$ cat config.mk
export PLATFORM = sky130hd
export DESIGN_NAME = fazyrv_rf_chunked_flat
export DESIGN_NICKNAME = d
export VERILOG_FILES = /design/src/rtl/fazyrv_rf_chunked_if.sv /design/src/rtl/fazyrv_rf_chunked.sv /design/src/flat_wrapper.sv
export SDC_FILE = /design/constraint.sdc
export NUM_CORES = 1
export LEC_CHECK = 0
export CAP_MARGIN = 20
export CORE_UTILIZATION = 40
export CTS_CLUSTER_DIAMETER = 120
export DETAILED_ROUTE_END_ITERATION = 6
export PLACE_DENSITY_LB_ADDON = 0.08
export SYNTH_ARGS = -nofsm -noshare
export SYNTH_HDL_FRONTEND = slang
export SYNTH_SLANG_ARGS = --single-unit
export TNS_END_PERCENT = 10
$ cat constraint.sdc
create_clock -name clk_i -period 4.85 [get_ports clk_i]
set_input_delay 0.97 -clock clk_i [delete_from_list [all_inputs] [get_ports clk_i]]
set_output_delay 0.97 -clock clk_i [all_outputs]
set_load 0.03 [all_outputs]
$ cat src/rtl/fazyrv_rf_chunked_if.sv
// Operand fetch / result write-back bus between the FazyRV core and its chunk-serial RF.
// The RF uses the slave modport; the core (or a bench) drives the master modport.
interface fazyrv_rf_chunked_if #(
  parameter int unsigned CHUNKSIZE = 8
);
  logic                 rstb_i;
  logic [4:0]           rs1_i;
  logic [4:0]           rs2_i;
  logic                 rdy_o;
  logic                 busy_o;
  logic                 shft_i;
  logic [CHUNKSIZE-1:0] ra_o;
  logic [CHUNKSIZE-1:0] rb_o;
  logic [CHUNKSIZE-1:0] res_i;
  logic [4:0]           rd_i;
  logic                 we_i;
  logic                 wstb_i;
  logic                 err_o;

  modport slave (
    input  rstb_i, rs1_i, rs2_i, shft_i, res_i, rd_i, we_i, wstb_i,
    output rdy_o, busy_o, ra_o, rb_o, err_o
  );

  modport master (
    output rstb_i, rs1_i, rs2_i, shft_i, res_i, rd_i, we_i, wstb_i,
    input  rdy_o, busy_o, ra_o, rb_o, err_o
  );
endinterface

$ cat src/rtl/fazyrv_rf_chunked.sv
// Chunk-serial register file: fetches two operands, streams them LSB-first in CHUNKSIZE
// slices and commits a shifted-in result word. FAZYRV_RF_BYPASS_EN forwards same-cycle commits.
module fazyrv_rf_chunked #(
  parameter int unsigned CHUNKSIZE = 8,
  parameter int unsigned NREGS     = 32,
  parameter int unsigned DUALRD    = 1
) (
  input  logic               clk_i,
  input  logic               rst_i,
  fazyrv_rf_chunked_if.slave bus
);

  localparam int unsigned NSHIFT = 32 / CHUNKSIZE;
  localparam int unsigned CW     = $clog2(NSHIFT) + 1;
  localparam int unsigned AW     = $clog2(NREGS);
  localparam logic        RV32E  = (NREGS == 16);

  typedef enum logic [2:0] {IDLE, FETCH_A, FETCH_B, LOAD, SHIFT} state_e;

  // Bit 4 of an index is only meaningful with a 32-deep file.
  function automatic logic legal(input logic [4:0] idx);
    return !(RV32E && idx[4]);
  endfunction

  logic [31:0]          mem_q [NREGS];
  state_e               state_q, state_d;
  logic [4:0]           rs2_q, rs2_d;
  logic [31:0]          opa_q, opa_d, opb_q, opb_d;
  logic [31:0]          sra_q, sra_d, srb_q, srb_d;
  logic [31:0]          wb_q, wb_d;
  logic [CW-1:0]        cnt_q, cnt_d;
  logic                 rdy_q, rdy_d, busy_q, busy_d, err_q, err_d;
  logic [CHUNKSIZE-1:0] ra_q, ra_d, rb_q, rb_d;

  logic                 commit_c, accept_c;
  logic [4:0]           rb_idx_c;
  logic [31:0]          rda_c, rdb_c;

  assign commit_c = bus.wstb_i && bus.we_i && (bus.rd_i != 5'd0) && legal(bus.rd_i) && !rst_i;
  assign accept_c = (state_q == IDLE) && bus.rstb_i;
  assign rb_idx_c = (DUALRD != 0) ? bus.rs2_i : rs2_q;

  // Port A is read on the strobe edge; port B with it (dual) or one cycle later (single).
  always_comb begin
    rda_c = '0;
    if ((bus.rs1_i != 5'd0) && legal(bus.rs1_i)) rda_c = mem_q[bus.rs1_i[AW-1:0]];
`ifdef FAZYRV_RF_BYPASS_EN
    if (commit_c && (bus.rs1_i == bus.rd_i)) rda_c = wb_q;
`endif
  end

  always_comb begin
    rdb_c = '0;
    if ((rb_idx_c != 5'd0) && legal(rb_idx_c)) rdb_c = mem_q[rb_idx_c[AW-1:0]];
`ifdef FAZYRV_RF_BYPASS_EN
    if (commit_c && (rb_idx_c == bus.rd_i)) rdb_c = wb_q;
`endif
  end

  always_comb begin
    state_d = state_q;
    rs2_d   = rs2_q;
    opa_d   = opa_q;
    opb_d   = opb_q;
    sra_d   = sra_q;
    srb_d   = srb_q;
    cnt_d   = cnt_q;
    wb_d    = bus.shft_i ? {bus.res_i, wb_q[31:CHUNKSIZE]} : wb_q;
    err_d   = (accept_c && (!legal(bus.rs1_i) || !legal(bus.rs2_i)))
           || (bus.wstb_i && !legal(bus.rd_i));

    case (state_q)
      IDLE: begin
        if (bus.rstb_i) begin
          rs2_d   = bus.rs2_i;
          opa_d   = rda_c;
          if (DUALRD != 0) opb_d = rdb_c;
          state_d = FETCH_A;
        end
      end
      FETCH_A: begin
        if (DUALRD != 0) begin
          state_d = LOAD;
        end else begin
          opb_d   = rdb_c;
          state_d = FETCH_B;
        end
      end
      FETCH_B: state_d = LOAD;
      LOAD: begin
        sra_d   = opa_q;
        srb_d   = opb_q;
        cnt_d   = '0;
        state_d = SHIFT;
      end
      SHIFT: begin
        if (bus.shft_i) begin
          sra_d = sra_q >> CHUNKSIZE;
          srb_d = srb_q >> CHUNKSIZE;
          cnt_d = cnt_q + CW'(1);
          if (cnt_q == CW'(NSHIFT - 1)) state_d = IDLE;
        end
      end
      default: state_d = IDLE;
    endcase

    rdy_d  = (state_d == SHIFT);
    busy_d = (state_d == FETCH_A) || (state_d == FETCH_B) || (state_d == LOAD);
    ra_d   = (state_d == SHIFT) ? sra_d[CHUNKSIZE-1:0] : '0;
    rb_d   = (state_d == SHIFT) ? srb_d[CHUNKSIZE-1:0] : '0;
  end

  always_ff @(posedge clk_i) begin
    if (rst_i) begin
      state_q <= IDLE;
      rs2_q   <= '0;
      opa_q   <= '0;
      opb_q   <= '0;
      sra_q   <= '0;
      srb_q   <= '0;
      wb_q    <= '0;
      cnt_q   <= '0;
      rdy_q   <= 1'b0;
      busy_q  <= 1'b0;
      err_q   <= 1'b0;
      ra_q    <= '0;
      rb_q    <= '0;
    end else begin
      state_q <= state_d;
      rs2_q   <= rs2_d;
      opa_q   <= opa_d;
      opb_q   <= opb_d;
      sra_q   <= sra_d;
      srb_q   <= srb_d;
      wb_q    <= wb_d;
      cnt_q   <= cnt_d;
      rdy_q   <= rdy_d;
      busy_q  <= busy_d;
      err_q   <= err_d;
      ra_q    <= ra_d;
      rb_q    <= rb_d;
    end
  end

  // Storage is never reset; a commit during reset is already masked in commit_c.
  always_ff @(posedge clk_i) begin
    if (commit_c) mem_q[bus.rd_i[AW-1:0]] <= wb_q;
  end

  assign bus.rdy_o  = rdy_q;
  assign bus.busy_o = busy_q;
  assign bus.err_o  = err_q;
  assign bus.ra_o   = ra_q;
  assign bus.rb_o   = rb_q;

endmodule
$ cat src/flat_wrapper.sv
// flat-port wrapper written by rule: the top's interface ports become plain ports
module fazyrv_rf_chunked_flat 
#(
  parameter int unsigned CHUNKSIZE = 8,
  parameter int unsigned NREGS     = 32,
  parameter int unsigned DUALRD    = 1
)
  (clk_i, rst_i, bus_rstb_i, bus_rs1_i, bus_rs2_i, bus_shft_i, bus_res_i, bus_rd_i, bus_we_i, bus_wstb_i, bus_rdy_o, bus_busy_o, bus_ra_o, bus_rb_o, bus_err_o);
  fazyrv_rf_chunked_if #(.CHUNKSIZE(CHUNKSIZE)) bus_i ();
  input  logic clk_i;
  input  logic rst_i;
  input wire logic [$bits(bus_i.rstb_i)-1:0] bus_rstb_i;
  input wire logic [$bits(bus_i.rs1_i)-1:0] bus_rs1_i;
  input wire logic [$bits(bus_i.rs2_i)-1:0] bus_rs2_i;
  input wire logic [$bits(bus_i.shft_i)-1:0] bus_shft_i;
  input wire logic [$bits(bus_i.res_i)-1:0] bus_res_i;
  input wire logic [$bits(bus_i.rd_i)-1:0] bus_rd_i;
  input wire logic [$bits(bus_i.we_i)-1:0] bus_we_i;
  input wire logic [$bits(bus_i.wstb_i)-1:0] bus_wstb_i;
  output wire logic [$bits(bus_i.rdy_o)-1:0] bus_rdy_o;
  output wire logic [$bits(bus_i.busy_o)-1:0] bus_busy_o;
  output wire logic [$bits(bus_i.ra_o)-1:0] bus_ra_o;
  output wire logic [$bits(bus_i.rb_o)-1:0] bus_rb_o;
  output wire logic [$bits(bus_i.err_o)-1:0] bus_err_o;
  assign bus_i.rstb_i = bus_rstb_i;
  assign bus_i.rs1_i = bus_rs1_i;
  assign bus_i.rs2_i = bus_rs2_i;
  assign bus_i.shft_i = bus_shft_i;
  assign bus_i.res_i = bus_res_i;
  assign bus_i.rd_i = bus_rd_i;
  assign bus_i.we_i = bus_we_i;
  assign bus_i.wstb_i = bus_wstb_i;
  assign bus_rdy_o = bus_i.rdy_o;
  assign bus_busy_o = bus_i.busy_o;
  assign bus_ra_o = bus_i.ra_o;
  assign bus_rb_o = bus_i.rb_o;
  assign bus_err_o = bus_i.err_o;
  fazyrv_rf_chunked #(.CHUNKSIZE(CHUNKSIZE), .NREGS(NREGS), .DUALRD(DUALRD)) u_core (.clk_i(clk_i), .rst_i(rst_i), .bus(bus_i));
endmodule
==> results_dict.tcl <==
set metrics [dict create \
    place.gp.congestion 0.808 \
    cts_setup_buffers 0 \
    port_buffers 46 \
    cts_tree "done" \
    grt_max_degree 108 \
    fmax_mhz 300 \
    p_sw_w 0.00532 \
    power.ir.vdd_worst_mv 0.370 \
    grt_pass1_wl_um 241000 \
    wl_per_cell_um 33.2 \
    overflow 0 \
    yosysUniqueCellTypes 46 \
    slew_headroom 0.198 \
    clockRootBuffer "clkbuf_16" \
    critPathRequiredTime_ns 5.55 \
    path_class "input port to flip-flop" \
    die_w_um 370 \
    num_rows 134 \
    worst_pin_slew_ns 1.20 \
    die_h_um 370 \
    fin_cells 5118 \
    cts_hold_buf 0 \
    power.density_mw_per_mm2 376 \
    seq_area_frac_synth 0.637 \
    post_cts_resized 0 \
    syn_inst 3132 \
    grt_most_used_layer "met2" \
    finalInstanceArea_mm2 0.0617 \
    fp.dieArea_mm2 0.137 \
    drc 12 \
    mostFrequentLayoutCells "1024 x edfxtp_1, 479 x mux2i_1, 320 x mux4_2" \
    drt_wl_total_um 170000 \
    dp_hpwl_um 103000 \
    final_common_cell "edfxtp_1" \
    p_sw_frac 0.229 \
    coreArea_mm2 0.134 \
    use_met1 0.342 \
    period_needed_ns 3.33 \
    power.share.sequential 0.492 \
    run_status "finished with violations" \
    cts.clk_slew.worst_paths_ns 0.06 \
    fin_skew_ns 0.0260 \
    drt_pass1_iterations 7 \
    drtAntennaViolNets 0 \
    clock_latency_ns 0.77 \
    fin_setup_tns_ns 0 \
    netlist_area_mm2 0.0541 \
    clock_path_buffers 3 \
    violations "design-rule violations" \
    finalHoldViolCount 0 \
    gr-usage-met3 0.0541 \
    grt_util_all_layers 0.250 \
    total_power_w 0.0232 \
    grt_pass1_vias 32893 \
    cts_htree_levels 4 \
    grt_use_met2 0.400 \
    cts.sinks 1208 \
    total_leakage_power_nw 21.3 \
    drt-vias-per-instance 6.18 \
    syn_to_final_growth_pct 14.2 \
    syn_area_per_cell_um2 17.3 \
    startpoint_type "input port" \
    vias 31650 \
    grt_setup_unrepaired "no" \
    start_util 0.404 \
    pwr-share-comb 0.067 \
    crit_path_end_kind "flip-flop" \
    post-route-util 0.461 \
    min-delay-path-class "flip-flop to flip-flop" \
    cts_made_buffers 139 \
    place_area_mm2 0.0571 \
    numPlacedInstances 4856 \
    setup_violations 0 \
    synth-seq-cells 1208 \
    slew_viol_final 0 \
    clkPwrFrac 0.441 \
    drt_iter0_drc 3045 \
    maxCapViolCount 0 \
    nets 3268 \
    yosysWarnings 0 \
    crit_arrival_ns 4.03 \
    cp_max_fo 13 \
    intPower_w 0.0179 \
    period_share 0.686 \
    antenna_found_initial 6 \
    pin_count 48 \
    drive_gt1_frac 0.255 \
]
final cells by class:
class                      count  area, µm²
fill                       11460      72100
inverter                       4       15.0
sequential                  1208      34400
tap                         1768       2210
antenna                        1       2.50
multi-input combinational   1688      18800
timing repair buffer         196       1860
clock inverter                55        483
clock buffer                 198       3950
state kept, by name, indices dropped and copies added (netlist names):
name and cells:
u_core.opb_q 32, u_core.bus.busy_o 1, u_core.opa_q 32, u_core.cnt_q 3, u_core.bus.rb_o 8, u_core.bus.ra_o 8
u_core.mem_q 1024, u_core.wb_q 32, u_core.bus.rdy_o 1, u_core.state_q 3, u_core.srb_q 32, u_core.sra_q 32
synth_stat cells (all sizes together):
cell type,count,area [µm²]
clkbuf,125,469
o2bb2ai,39,342
buf,139,807
inv,4,15.0
a22o,16,140
a31oi,1,6.26
nor2b,4,25.0
xnor2,1,8.76
nor3,10,50.1
nand2b,7,43.8
nand4bb,1,11.3
a22oi,160,1200
nor2,102,383
o21ai,39,195
o221ai,39,342
ha,2,25.0
or4b,1,13.8
o21bai,1,7.51
edfxtp,1024,30700
a32oi,63,552
conb,1,3.75
a221o,25,250
o2111ai,1,8.76
dfxtp,184,3680
and2,2,12.5
or2,2,12.5
mux2,65,732
a2111oi,3,26.3
and3b,1,8.76
o211ai,63,773
mux2i,479,4790
or4,4,30.0
mux4,320,7210
a21oi,91,455
nor4b,3,71.3
nor4bb,1,10.0
nor3b,3,33.8
nand2,57,214
a2bb2oi,25,219
nand3,20,100
nand3b,4,30.0
worst paths after layout:
check	from	slack [ns]	cells past startpoint	to
max	bus_rstb_i	1.52	5	u_core.opb_q[12]
min	u_core.srb_q[10]	0.45	2	u_core.srb_q[10]
max reg2reg	u_core.state_q[1]	1.85	4	u_core.opb_q[12]
min reg2reg	u_core.srb_q[10]	0.45	2	u_core.srb_q[10]
logic make-up after synthesis:
logic type	Yosys count	synth area share
other cells	1	0.0000694
fa+ha+maj	2	0.000463
xor+xnor	1	0.000162
flops	1208	0.637
simple gates	222	0.0194
compound gates	566	0.0836
mux	864	0.236
buf+inv	268	0.0239
per-layer routing:
layer	part of all wire	up-vias
li1	-	13251
met1	0.43	16952
met2	0.47	1176
met3	0.071	263
met4	0.026	8
met5	0.00025	-
power by group through the flow:
| stage | registers, W | clock network [W] | logic (W) |
|---|---|---|---|
| floorplan | 0.0116 | 0 | 0.000979 |
| global placement | 0.0116 | 0 | 0.00152 |
| detailed placement | 0.0116 | 0 | 0.00154 |
| CTS | 0.0114 | 0.0105 | 0.00154 |
| global route | 0.0114 | 0.0108 | 0.00163 |
| finish | 0.0114 | 0.0102 | 0.00155 |
worst max-delay path, stage by stage:
cell and delay, ns:
clkdlybuf4s50_1 0.64, nor4b_4 0.53, nand3b_1 0.96, a221o_1 0.78, o211ai_2 0.13
per-stage QoR:
| stage | setup WS (ns) | hold slack (ns) |
|---|---|---|
| after floorplan | 0.343 | 0.432 |
| after global placement | 0.840 | 0.439 |
| after detailed placement | 0.839 | 0.445 |
| after CTS | 1.66 | 0.454 |
| after global routing | 1.54 | 0.473 |
| final | 1.52 | 0.453 |
Note: power is estimated with default switching activity, not from simulation.
